==> src/rtl/mem_port_arbiter_pkg.sv <==
// Shared types and defaults for the two-port memory arbiter.
package mem_port_arbiter_pkg;

  localparam int ADDR_W_DEF = 16;
  localparam int DATA_W_DEF = 32;

  typedef enum logic [1:0] {
    IDLE   = 2'b00,
    ACCESS = 2'b01,
    RESP   = 2'b10
  } state_e;

  typedef enum logic {
    PORT_CPU = 1'b0,
    PORT_DBG = 1'b1
  } port_e;

endpackage

==> src/rtl/mem_port_arbiter_rr_arb2.sv <==
// Two-requester round-robin decision; on a tie the port not granted last wins.
module rr_arb2
  import mem_port_arbiter_pkg::*;
(
  input  logic [1:0] req,
  input  port_e      last_grant,
  output logic       grant_valid,
  output port_e      grant_id
);

  // req[0] is the CPU, req[1] is the debug port
  always_comb begin
    grant_valid = req[0] | req[1];
    grant_id    = PORT_CPU;
    case (req)
      2'b01:   grant_id = PORT_CPU;
      2'b10:   grant_id = PORT_DBG;
      2'b11:   grant_id = (last_grant == PORT_CPU) ? PORT_DBG : PORT_CPU;
      default: grant_id = PORT_CPU;
    endcase
  end

endmodule

==> src/rtl/mem_port_arbiter.sv <==
// Arbitrates CPU and debug/loader ports onto one synchronous memory port.
// Every output comes from a register; one access is in flight at a time.
module mem_port_arbiter
  import mem_port_arbiter_pkg::*;
#(
  parameter int ADDR_W = ADDR_W_DEF,
  parameter int DATA_W = DATA_W_DEF
) (
  input  logic              clk,
  input  logic              reset,
  input  logic              cpu_req,
  input  logic              cpu_we,
  input  logic [ADDR_W-1:0] cpu_addr,
  input  logic [DATA_W-1:0] cpu_wdata,
  output logic              cpu_ack,
  output logic [DATA_W-1:0] cpu_rdata,
  input  logic              dbg_req,
  input  logic              dbg_we,
  input  logic [ADDR_W-1:0] dbg_addr,
  input  logic [DATA_W-1:0] dbg_wdata,
  output logic              dbg_ack,
  output logic [DATA_W-1:0] dbg_rdata,
  input  logic              dbg_hold,
  output logic              mem_en,
  output logic              mem_we,
  output logic [ADDR_W-1:0] mem_addr,
  output logic [DATA_W-1:0] mem_wdata,
  input  logic [DATA_W-1:0] mem_rdata,
  output logic              busy
);

  state_e            state_q;
  port_e             last_q;
  port_e             lat_port_q;
  logic              lat_we_q;
  logic [ADDR_W-1:0] mem_addr_q;
  logic [DATA_W-1:0] mem_wdata_q;
  logic              mem_en_q;
  logic              mem_we_q;
  logic              cpu_ack_q;
  logic              dbg_ack_q;
  logic [DATA_W-1:0] cpu_rdata_q;
  logic [DATA_W-1:0] dbg_rdata_q;

  logic              grant_valid;
  port_e             grant_id;
  logic              win_we_d;
  logic [ADDR_W-1:0] win_addr_d;
  logic [DATA_W-1:0] win_wdata_d;

  rr_arb2 u_arb (
    .req         ({dbg_req, cpu_req & ~dbg_hold}),
    .last_grant  (last_q),
    .grant_valid (grant_valid),
    .grant_id    (grant_id)
  );

  // Select the request fields of whichever port wins this cycle
  always_comb begin
    if (grant_id == PORT_DBG) begin
      win_we_d    = dbg_we;
      win_addr_d  = dbg_addr;
      win_wdata_d = dbg_wdata;
    end else begin
      win_we_d    = cpu_we;
      win_addr_d  = cpu_addr;
      win_wdata_d = cpu_wdata;
    end
  end

  // FSM with registered outputs; ack and rdata land on the edge that leaves RESP
  always_ff @(posedge clk) begin
    if (reset) begin
      state_q     <= IDLE;
      last_q      <= PORT_DBG;
      lat_port_q  <= PORT_CPU;
      lat_we_q    <= 1'b0;
      mem_addr_q  <= '0;
      mem_wdata_q <= '0;
      mem_en_q    <= 1'b0;
      mem_we_q    <= 1'b0;
      cpu_ack_q   <= 1'b0;
      dbg_ack_q   <= 1'b0;
      cpu_rdata_q <= '0;
      dbg_rdata_q <= '0;
    end else begin
      mem_en_q  <= 1'b0;
      mem_we_q  <= 1'b0;
      cpu_ack_q <= 1'b0;
      dbg_ack_q <= 1'b0;
      case (state_q)
        IDLE: begin
          if (grant_valid) begin
            lat_port_q  <= grant_id;
            lat_we_q    <= win_we_d;
            mem_addr_q  <= win_addr_d;
            mem_wdata_q <= win_wdata_d;
            mem_en_q    <= 1'b1;
            mem_we_q    <= win_we_d;
            state_q     <= ACCESS;
          end else begin
            state_q <= IDLE;
          end
        end
        ACCESS: state_q <= RESP;
        RESP: begin
          if (lat_port_q == PORT_CPU) begin
            cpu_ack_q <= 1'b1;
            if (!lat_we_q) cpu_rdata_q <= mem_rdata;
          end else begin
            dbg_ack_q <= 1'b1;
            if (!lat_we_q) dbg_rdata_q <= mem_rdata;
          end
          last_q  <= lat_port_q;
          state_q <= IDLE;
        end
        default: state_q <= IDLE;
      endcase
    end
  end

  assign cpu_ack   = cpu_ack_q;
  assign dbg_ack   = dbg_ack_q;
  assign cpu_rdata = cpu_rdata_q;
  assign dbg_rdata = dbg_rdata_q;
  assign mem_en    = mem_en_q;
  assign mem_we    = mem_we_q;
  assign mem_addr  = mem_addr_q;
  assign mem_wdata = mem_wdata_q;
  assign busy      = (state_q != IDLE);

endmodule

==> config.mk <==
export PLATFORM = sky130hd
export DESIGN_NAME = mem_port_arbiter
export DESIGN_NICKNAME = d
export VERILOG_FILES = /design/src/rtl/mem_port_arbiter_pkg.sv /design/src/rtl/mem_port_arbiter_rr_arb2.sv /design/src/rtl/mem_port_arbiter.sv
export SDC_FILE = /design/constraint.sdc
export NUM_CORES = 1
export LEC_CHECK = 0
export CELL_PAD_IN_SITES_DETAIL_PLACEMENT = 1
export CELL_PAD_IN_SITES_GLOBAL_PLACEMENT = 2
export CORE_ASPECT_RATIO = 1.75
export CORE_MARGIN = 2
export CORE_UTILIZATION = 21
export CTS_BUF_LIST = sky130_fd_sc_hd__clkbuf_4
export DETAILED_ROUTE_END_ITERATION = 10
export PLACE_DENSITY = 0.92
export RECOVER_POWER = 50
export SYNTH_ARGS = -nofsm -noshare
export SYNTH_HDL_FRONTEND = slang
export SYNTH_SLANG_ARGS = --single-unit
==> constraint.sdc <==
create_clock -name clk -period 1.9 [get_ports clk]
set_clock_uncertainty 0.2 [all_clocks]
set_input_delay 0.38 -clock clk [delete_from_list [all_inputs] [get_ports clk]]
set_output_delay 0.38 -clock clk [all_outputs]
set_load 0.02 [all_outputs]
==> out/qor.txt, run 1 <==
Highest Clock Rate = 0.5518 GHz
Leak = 3.192 nW
Power Density = 786.4 nW/um^2
Most used DFF post-synth = dfxtp_1
# setup viols final = 0
Gp weighted congestion = 0.7748
Hpwl dp = 13.25 mm
Area leader, netlist = dfxtp_1
CP peak stage delay = 370 ps
Fill cells = 2,621
Via count = 4,954
Yosys cell types = 26
Min cycle time layout = 1812 ps
Die area = 23,270 um^2
GR peak layer = met2
Hold Path Stages = 3
Met2 Track Usage GR = 30.64%
Hold Path Class = in2reg
Synthesized instance count = 581
Post-synth top cells = nand2_1, dfxtp_1, a21oi_1, nor2_1, a211oi_1
Postcts setup bufs = 0
Critical Path RT = 1320 ps
Initial antenna violation count = 2
CORE AREA = 21,590 um^2
H-tree depth = 4
CTS buffer count = 17
Final Cycle Share = 95.38%
Skew-Pair Late Insertion Delay = 510 ps
Ys Warns = 0
Worst setup SP type = register
Slew margin rel. = 61.22%
Final hold violations = 0
Reg-to-Reg Start = last_q
Share of post-route cells with drive strength above 1 = 6.587%
Cell Area, Synth = 4624 um^2
Met1 Use GR = 15.24%
Port bufs = 251
#FFs+latches synth = 121
Worst r2r dst = mem_addr[12]
Syn avg cell area = 7.959 um^2
CTS clk-pin slew, worst paths = 120 ps
Setup ws final = 87.73 ps
Crit. End Element = output port
Worst Hold End = mem_addr[13]
Hold wc startpoint = cpu_addr[13]
GRT overflow = 0
Crit Path Max Fanout = 2
EDFF count, synth = 0
Slew Viols, Final = 0
Vias in the first global route = 5,210
Maxcap violations = 0
Starting Density = 21.42%
Family with the most delay on the worst path = buffers and inverters
Worst VDD drop = 0.2475 mV
Seq/Total Area, Yosys = 52.38%
First-pass GRT wire length = 27.97 mm
Ranking of synthesized cells by area = dfxtp_1, nand2_1, a21oi_1
CTS tree = done
Setup TNS = 0 ps
Crit path buf inv count = 1
# rows = 71
Outcome = finished clean
1st-iter DRT viols = 186
Die Wd = 116.2 um
WL/cell = 16.01 um
DR DRC count = 0
Ports = 252
RSZ-0062 raised after global routing = false
Vias/cell = 4.388
Die height = 200.3 um
Grt met3 use = 2.753%
Max clock buf depth = 2
CP cell instances = dlygate4sd2_1
Worst setup path class = reg2out
Fin nets = 958
Tot GR Track Use = 15.71%
Remaining antenna violation count after routing = 0
Root Buffer Master = clkbuf_4
Drt first pass iters = 4
Total wire length = 18.07 mm
WP data arrival = 1230 ps
Top-count cell post-synth = nand2_1
Syn_nets = 716
Worst path slowest cell = dlygate4sd2_1
Maximum number of pins on one net before global-route repair = 36
Ys async rst share = 0%
R2R depth = 5
Worst slack at placement = -254.0 ps
P&R area growth vs syn = 66.61%
Share of the synthesized area in the top cell type = 52.38%
Clk sinks = 121
Worst Tran Pin Value = 581.7 ps
Reg2reg setup slack = 140 ps
[flip-flops by register name, summed over array words and instances (netlist names)]
register	flops
cpu_ack	1
cpu_rdata	32
dbg_ack	1
dbg_rdata	32
last_q	1
lat_port_q	1
lat_we_q	1
mem_addr	16
mem_en	1
mem_wdata	32
mem_we	1
state_q	2
[where the power goes]
part / switching (mW) / leakage, nW / total, mW / internal, mW
Sequential: 0.0815 / 0.989 / 2.77 / 2.69
Combinational: 0.672 / 2.04 / 1.27 / 0.600
Clock: 0.978 / 0.160 / 2.02 / 1.04
[worst max-delay path by stage]
stage | startpoint | end | slack [ps] | cells past startpoint
4_1_cts | mem_wdata[6] | mem_wdata[6] | 2 | 1
2_1_floorplan | dbg_hold | mem_addr[13] | 270 | 7
6_report | mem_addr[14] | mem_addr[14] | 90 | 1
5_1_grt | mem_wdata[11] | mem_wdata[11] | 1 | 1
3_3_place_gp | cpu_req | lat_we_q | -190 | 6
3_5_place_dp | cpu_req | mem_addr[10] | -250 | 6
[tightest hold or removal path: stages]
cell	delay, ps
clkdlybuf4s50_1	390
nand2_1	60
a211oi_1	60
[cell families after synthesis]
group,after synthesis,share of synthesized area (%)
AND/OR/NAND/NOR,243,20.59
multiplexers,1,0.2165
AO/OA/AOI/OAI,165,20.83
flip-flops,121,52.38
buffers and inverters,51,5.979
[area by class of cell]
type | instances | area, um^2 | share of cell area (%)
antenna | 2 | 5.005 | 0.06496
tap | 292 | 365.4 | 4.742
multi-input combinational | 409 | 1954 | 25.37
clock buffer | 19 | 142.6 | 1.851
clock inverter | 12 | 156.4 | 2.030
timing repair buffer | 272 | 2651 | 34.41
inverter | 2 | 7.507 | 0.09743
sequential | 121 | 2422 | 31.44
[layer usage]
metal  share of wire, %  routed length, um
met3                3.8                683
met4                3.4                622
met1                 35               6371
met5                  0                  0
met2                 58              10390
[layout by cell type, fill, tap and decap left out, drive strengths merged, types with 2 or more instances in the layout]
cell and count:
or3 2, nor2 54, buf 19, clkdlybuf4s50 133
dfxtp 121, inv 2, a211oi 49, dlygate4sd2 95
clkinv 7, clkbuf 23, nor3 5, bufinv 4
nand2 176, nor3b 2, clkdlybuf4s15 20, diode 2
a21oi 111
[metrics by stage]
stage                     utilization [%]  instance area [um^2]  power [mW]  cells  hold slack, ps
after CTS                           35.72                  7711       6.199   1127           122.7
after global placement              34.93                  7541       4.207   1095           231.8
final                               35.69                  7705       6.059   1129           200.0
after floorplan                         -                  4624       3.419    581           222.6
after detailed placement            34.93                  7541       4.228   1095           241.8
after global routing                35.69                  7705       6.368   1129           154.9
[timing repair]
item / in CTS / in global routing
gates resized for setup: 128 / 17
hold endpoints to repair: 3 / 0
pin swaps: 1 / 0
endpoints found under the setup margin: 117 / 16
hold buffers: 1 / 0
No activity file was read; power rests on OpenSTA's default activity.
==> inputs of run 2 (changes only) <==
--- a/config.mk
+++ b/config.mk
@@ -7,2 +7,3 @@
 export LEC_CHECK = 0
+export CAP_MARGIN = 20
 export CELL_PAD_IN_SITES_DETAIL_PLACEMENT = 1
@@ -14,2 +15,3 @@
 export DETAILED_ROUTE_END_ITERATION = 10
+export MAX_ROUTING_LAYER = met4
 export PLACE_DENSITY = 0.92
--- a/constraint.sdc
+++ b/constraint.sdc
@@ -4,2 +4,2 @@
 set_output_delay 0.38 -clock clk [all_outputs]
-set_load 0.02 [all_outputs]
+set_load 0.01 [all_outputs]
==> run 2 against run 1 <==
  * Fmax increased by 1.6%
  * First-iteration DRC count increased by 17%
  * Die area unchanged
  * Sequential power about the same
  * Cell count unchanged
  * Total power decreased by 1.9%
  * Sequential cell count unchanged
  * Largest cell class unchanged
  * Highest routed layer unchanged
==> out/qor.txt, run 2 (same netlist as run 1, synthesis figures left out) <==
Hold wc startpoint = cpu_addr[14]
Ports = 252 (unchanged)
Critical Path RT = 1320 ps (about the same)
Setup TNS = 0 ps (unchanged)
Remaining antenna violation count after routing = 0 (unchanged)
Vias in the first global route = 5,217 (+0.13%)
First-pass GRT wire length = 27.96 mm (about the same)
Drt first pass iters = 4 (unchanged)
Worst r2r dst = mem_wdata[5]
Hpwl dp = 13.25 mm (unchanged)
Met1 Use GR = 15.52% (+0.28 points)
Worst slack at placement = -254.0 ps (unchanged)
Port bufs = 251 (unchanged)
Worst Tran Pin Value = 582.9 ps (+1.267 ps)
Setup ws final = 115.8 ps (+28.02 ps)
Crit path buf inv count = 1 (unchanged)
Worst setup path class = reg2out
# setup viols final = 0 (unchanged)
Root Buffer Master = clkbuf_4
Final Cycle Share = 93.91% (-1.5 points)
Slew margin rel. = 61.14% (-0.084 points)
Outcome = finished clean
Starting Density = 21.42% (unchanged)
Share of post-route cells with drive strength above 1 = 6.707% (+0.12 points)
WP data arrival = 1200 ps (-30 ps)
CP cell instances = dlygate4sd2_1
R2R depth = 6 (+1)
Worst Hold End = mem_addr[14]
Area after DPL = 7541 um^2 (unchanged)
Die Wd = 116.2 um (unchanged)
Fin nets = 958 (unchanged)
Gp weighted congestion = 0.7854 (+1.4%)
Worst path slowest cell = dfxtp_1
Postcts setup bufs = 0 (unchanged)
Skew-Pair Late Insertion Delay = 510 ps (about the same)
Crit. End Element = output port
Total wire length = 18.08 mm (about the same)
Crit Path Max Fanout = 2 (unchanged)
Initial antenna violation count = 2 (unchanged)
Worst setup SP type = register
CP peak stage delay = 360 ps (about the same)
Highest Clock Rate = 0.5605 GHz (+1.6%)
CTS tree = done
Fill cells = 2,626 (+0.19%)
# rows = 71 (unchanged)
Hold Path Stages = 3 (unchanged)
Commonest cells after routing, fill and taps aside = nand2_1, clkdlybuf4s50_1, dfxtp_1, dlygate4sd2_1, a21oi_1
CTS buffer count = 17 (unchanged)
Die area = 23,270 um^2 (unchanged)
WL/cell = 16.02 um (about the same)
RSZ-0062 raised after global routing = false
Final instance area = 7686 um^2 (-0.24%)
H-tree depth = 4 (unchanged)
1st-iter DRT viols = 217 (+17%)
Reg-to-Reg Start = state_q[0]
Reg2reg setup slack = 160 ps (+20 ps)
GRT overflow = 0 (unchanged)
Leak = 3.260 nW (+2.1%)
Final hold violations = 0 (unchanged)
Clk sinks = 121 (unchanged)
Min cycle time layout = 1784 ps (-28.02 ps)
Slew Viols, Final = 0 (unchanged)
Worst VDD drop = 0.2466 mV (-0.36%)
Tot GR Track Use = 16.14% (+0.43 points)
CTS clk-pin slew, worst paths = 120 ps (about the same)
P&R area growth vs syn = 66.21%
Vias/cell = 4.391 (about the same)
Via count = 4,958 (+0.081%)
DR DRC count = 0 (unchanged)
Grt met3 use = 2.421% (-0.33 points)
Die height = 200.3 um (unchanged)
Family with the most delay on the worst path = flip-flops
CORE AREA = 21,590 um^2 (unchanged)
Commonest non-fill, non-tap cell in the layout = nand2_1
Hold Path Class = in2reg
Met2 Track Usage GR = 30.56% (-0.084 points)
GR peak layer = met2
Maxcap violations = 0 (unchanged)
Maximum number of pins on one net before global-route repair = 36 (unchanged)
Max clock buf depth = 2 (unchanged)
Power Density = 773.5 nW/um^2 (-1.6%)
run 2: final cells by class:
cell class              count  area, um^2  share of cell area [%]
repair buffers            272        2630                   34.22
flip-flops and latches    121        2424                   31.53
multi-input cells         409        1956                   25.44
well taps                 292       365.4                   4.753
clock inverters            12       156.4                   2.035
clock buffers              19       142.6                   1.856
inverters                   2       7.507                 0.09767
diodes                      2       5.005                 0.06511
run 2: report_power, final:
part           total [mW]  switching (mW)  internal (mW)
Clock                2.02           0.978           1.04
Combinational        1.16           0.564          0.595
Sequential           2.77          0.0803           2.69
run 2: worst max-delay path by stage:
stage	from	end	slack, ps	cells after the start
finish	dbg_rdata[4]	dbg_rdata[4]	120	1
global route	state_q[1]	cpu_rdata[21]	20	5
CTS	cpu_rdata[29]	cpu_rdata[29]	30	1
detailed placement	cpu_req	mem_addr[10]	-250	6
global placement	cpu_req	lat_we_q	-190	6
floorplan	dbg_hold	mem_addr[13]	270	7
run 2: per-layer routing:
metal  wire (um)  share of wire [%]
met3         614                3.4
met4         610                3.4
met1        6478                 36
met5           0                  0
met2       10380                 57
run 2: timing repair:
action,4_1_cts,5_1_grt
hold buffers,1,0
endpoints found under the setup margin,117,0
gates resized for setup,123,0
endpoints found under the hold margin,3,0
run 2: worst min-delay path, stage by stage:
cell and delay (ps):
clkdlybuf4s50_1 400, nand2_1 60, a211oi_1 50
run 2: stage by stage:
stage | hold slack [ps] | util, % | total power, mW | cells
global placement | 231.8 | 34.93 | 4.098 | 1095
CTS | 122.7 | 35.71 | 6.091 | 1127
floorplan | 222.6 | - | 3.311 | 581
detailed placement | 241.8 | 34.93 | 4.119 | 1095
finish | 200.0 | 35.61 | 5.945 | 1129
global route | 157.6 | 35.61 | 6.253 | 1129
==> inputs of run 3 (changes only) <==
- SETUP_SLACK_MARGIN: unset -> 0.2
- SKIP_CTS_REPAIR_TIMING: unset -> 1
==> run 3 against run 2 <==
  * Critical endpoint is now busy
  * Clock power is essentially flat
  * Combinational power about the same
  * Worst hold slack worse by 160 ps
  * Setup slack got worse by 13 ps
  * Via count rose by 0.54%
==> out/qor.txt, run 3 (same netlist as run 1, synthesis figures left out) <==
Cells after DPL = 1,095 (unchanged)
Maximum number of pins on one net before global-route repair = 36 (unchanged)
First-pass GRT wire length = 27.96 mm (unchanged)
Die area = 23,270 um^2 (unchanged)
Vias in the first global route = 5,209 (-0.15%)
WP data arrival = 1220 ps (+20 ps)
Worst path slowest cell = dfxtp_4
Hold slack final = 38.74 ps (-161.3 ps)
1st-iter DRT viols = 224 (+3.2%)
Crit Path Max Fanout = 3 (+1)
Share of post-route cells with drive strength above 1 = 11.52% (+4.8 points)
DR DRC count = 0 (unchanged)
Drt first pass iters = 4 (unchanged)
Vias/cell = 4.388 (about the same)
Reg2reg setup slack = 140 ps (-20 ps)
Starting Density = 21.42% (unchanged)
Number of cells on the critical path = 3 (+2)
Final hold violations = 0 (unchanged)
Setup TNS = 0 ps (unchanged)
Port bufs = 251 (unchanged)
R2R depth = 6 (unchanged)
Min cycle time layout = 1797 ps (+12.64 ps)
Family with the most delay on the worst path = flip-flops
Worst setup path class = reg2out
GRT overflow = 0 (unchanged)
Reg-to-Reg Start = state_q[1]
Commonest non-fill, non-tap cell in the layout = nand2_1
Fin nets = 965 (+0.73%)
Leak = 3.506 nW (+7.6%)
Crit path buf inv count = 2 (+1)
Final Cycle Share = 94.57% (+0.67 points)
Initial antenna violation count = 2 (unchanged)
Worst VDD drop = 0.2430 mV (-1.5%)
Total wire length = 18.91 mm (+4.6%)
Critical Path RT = 1320 ps (about the same)
Tot GR Track Use = 16.14% (unchanged)
Setup ws final = 103.1 ps (-12.64 ps)
Area after DPL = 7541 um^2 (unchanged)
CP peak stage delay = 370 ps (about the same)
Skew-Pair Late Insertion Delay = 510 ps (about the same)
CORE AREA = 21,590 um^2 (unchanged)
# setup viols final = 0 (unchanged)
Worst r2r dst = mem_wdata[5]
Worst setup SP type = register
Crit. End Element = output port
Worst slack at placement = -254.0 ps (unchanged)
Hold Path Class = in2reg
Ports = 252 (unchanged)
CP cell instances = nor2_4 > inv_1 > dlymetal6s2s_1
Hpwl dp = 13.25 mm (unchanged)
Final cell count without fillers = 1,136 (+0.62%)
CTS tree = done
Via count = 4,985 (+0.54%)
Util after Layout = 35.41% (-0.20 points)
Slew Viols, Final = 0 (unchanged)
Root Buffer Master = clkbuf_4
P&R area growth vs syn = 65.29%
Outcome = finished clean
Worst Tran Pin Value = 353.6 ps (-229.3 ps)
Final instance area = 7644 um^2 (-0.55%)
Die height = 200.3 um (unchanged)
Power Density = 779.9 nW/um^2 (+0.83%)
Maxcap violations = 0 (unchanged)
Slew margin rel. = 76.42% (+15 points)
Gp weighted congestion = 0.7854 (unchanged)
Remaining antenna violation count after routing = 0 (unchanged)
# rows = 71 (unchanged)
WL/cell = 16.65 um (+3.9%)
Hold Path Stages = 2 (-1)
RSZ-0062 raised after global routing = true
H-tree depth = 4 (unchanged)
Worst Hold End = lat_port_q
Highest Clock Rate = 0.5565 GHz (-0.70%)
Hold wc startpoint = reset
Commonest cells after routing, fill and taps aside = nand2_1, clkdlybuf4s50_1, dfxtp_1, a21oi_1, nor2_1
PnR Total Power = 5.961 mW (+0.27%)
Die Wd = 116.2 um (unchanged)
CTS buffer count = 17 (unchanged)
CTS clk-pin slew, worst paths = 100 ps (-20 ps)
Max clock buf depth = 2 (unchanged)
Clk sinks = 121 (unchanged)
==> run 3: cell count changes in the layout (fill, tap and decap cells not counted), sizes merged <==
cell,before,now
buf,18,21
dlygate4sd2,116,0
dlymetal6s4s,0,5
clkbuf,23,100
dlymetal6s2s,0,38
clkdlybuf4s25,0,1
dlygate4sd3,1,0
==> run 3: cell type report <==
type	count	area [um^2]
Fill cell	2617	13940
Timing Repair Buffer	279	2580
Sequential cell	121	2432
Multi-Input combinational cell	409	1954
Tap cell	292	365.4
Clock inverter	12	156.4
Clock buffer	19	142.6
Inverter	2	7.507
Antenna cell	2	5.005
==> run 3: where the power goes <==
group          leakage (nW)  total (mW)  switching [mW]  internal, mW
clock                 0.160        2.03           0.986          1.04
sequential            0.992        2.77          0.0839          2.69
combinational          2.35        1.16           0.572         0.591
==> run 3: worst register-to-register path, stage by stage, from the launching register on <==
cell	delay (ps)
dfxtp_4	370
nor2_4	120
buf_4	140
o21a_2	170
clkbuf_4	360
nor2_1	90
a211oi_1	230
==> run 3: worst max-delay path by stage <==
| stage | slack, ps | from | end |
|---|---|---|---|
| final | 100 | state_q[1] | busy |
| after global routing | 9 | state_q[1] | busy |
| after CTS | -350 | state_q[1] | busy |
| after detailed placement | -250 | cpu_req | mem_addr[10] |
| after global placement | -190 | cpu_req | lat_we_q |
| after floorplan | 270 | dbg_hold | mem_addr[13] |
==> run 3: per-layer routing <==
layer	vias up	wire [um]	GRT usage [%]
li1	2447	-	-
met1	2339	6650	15.54
met2	157	10790	30.60
met3	42	698	2.542
met4	0	777	7.185
met5	-	0	-
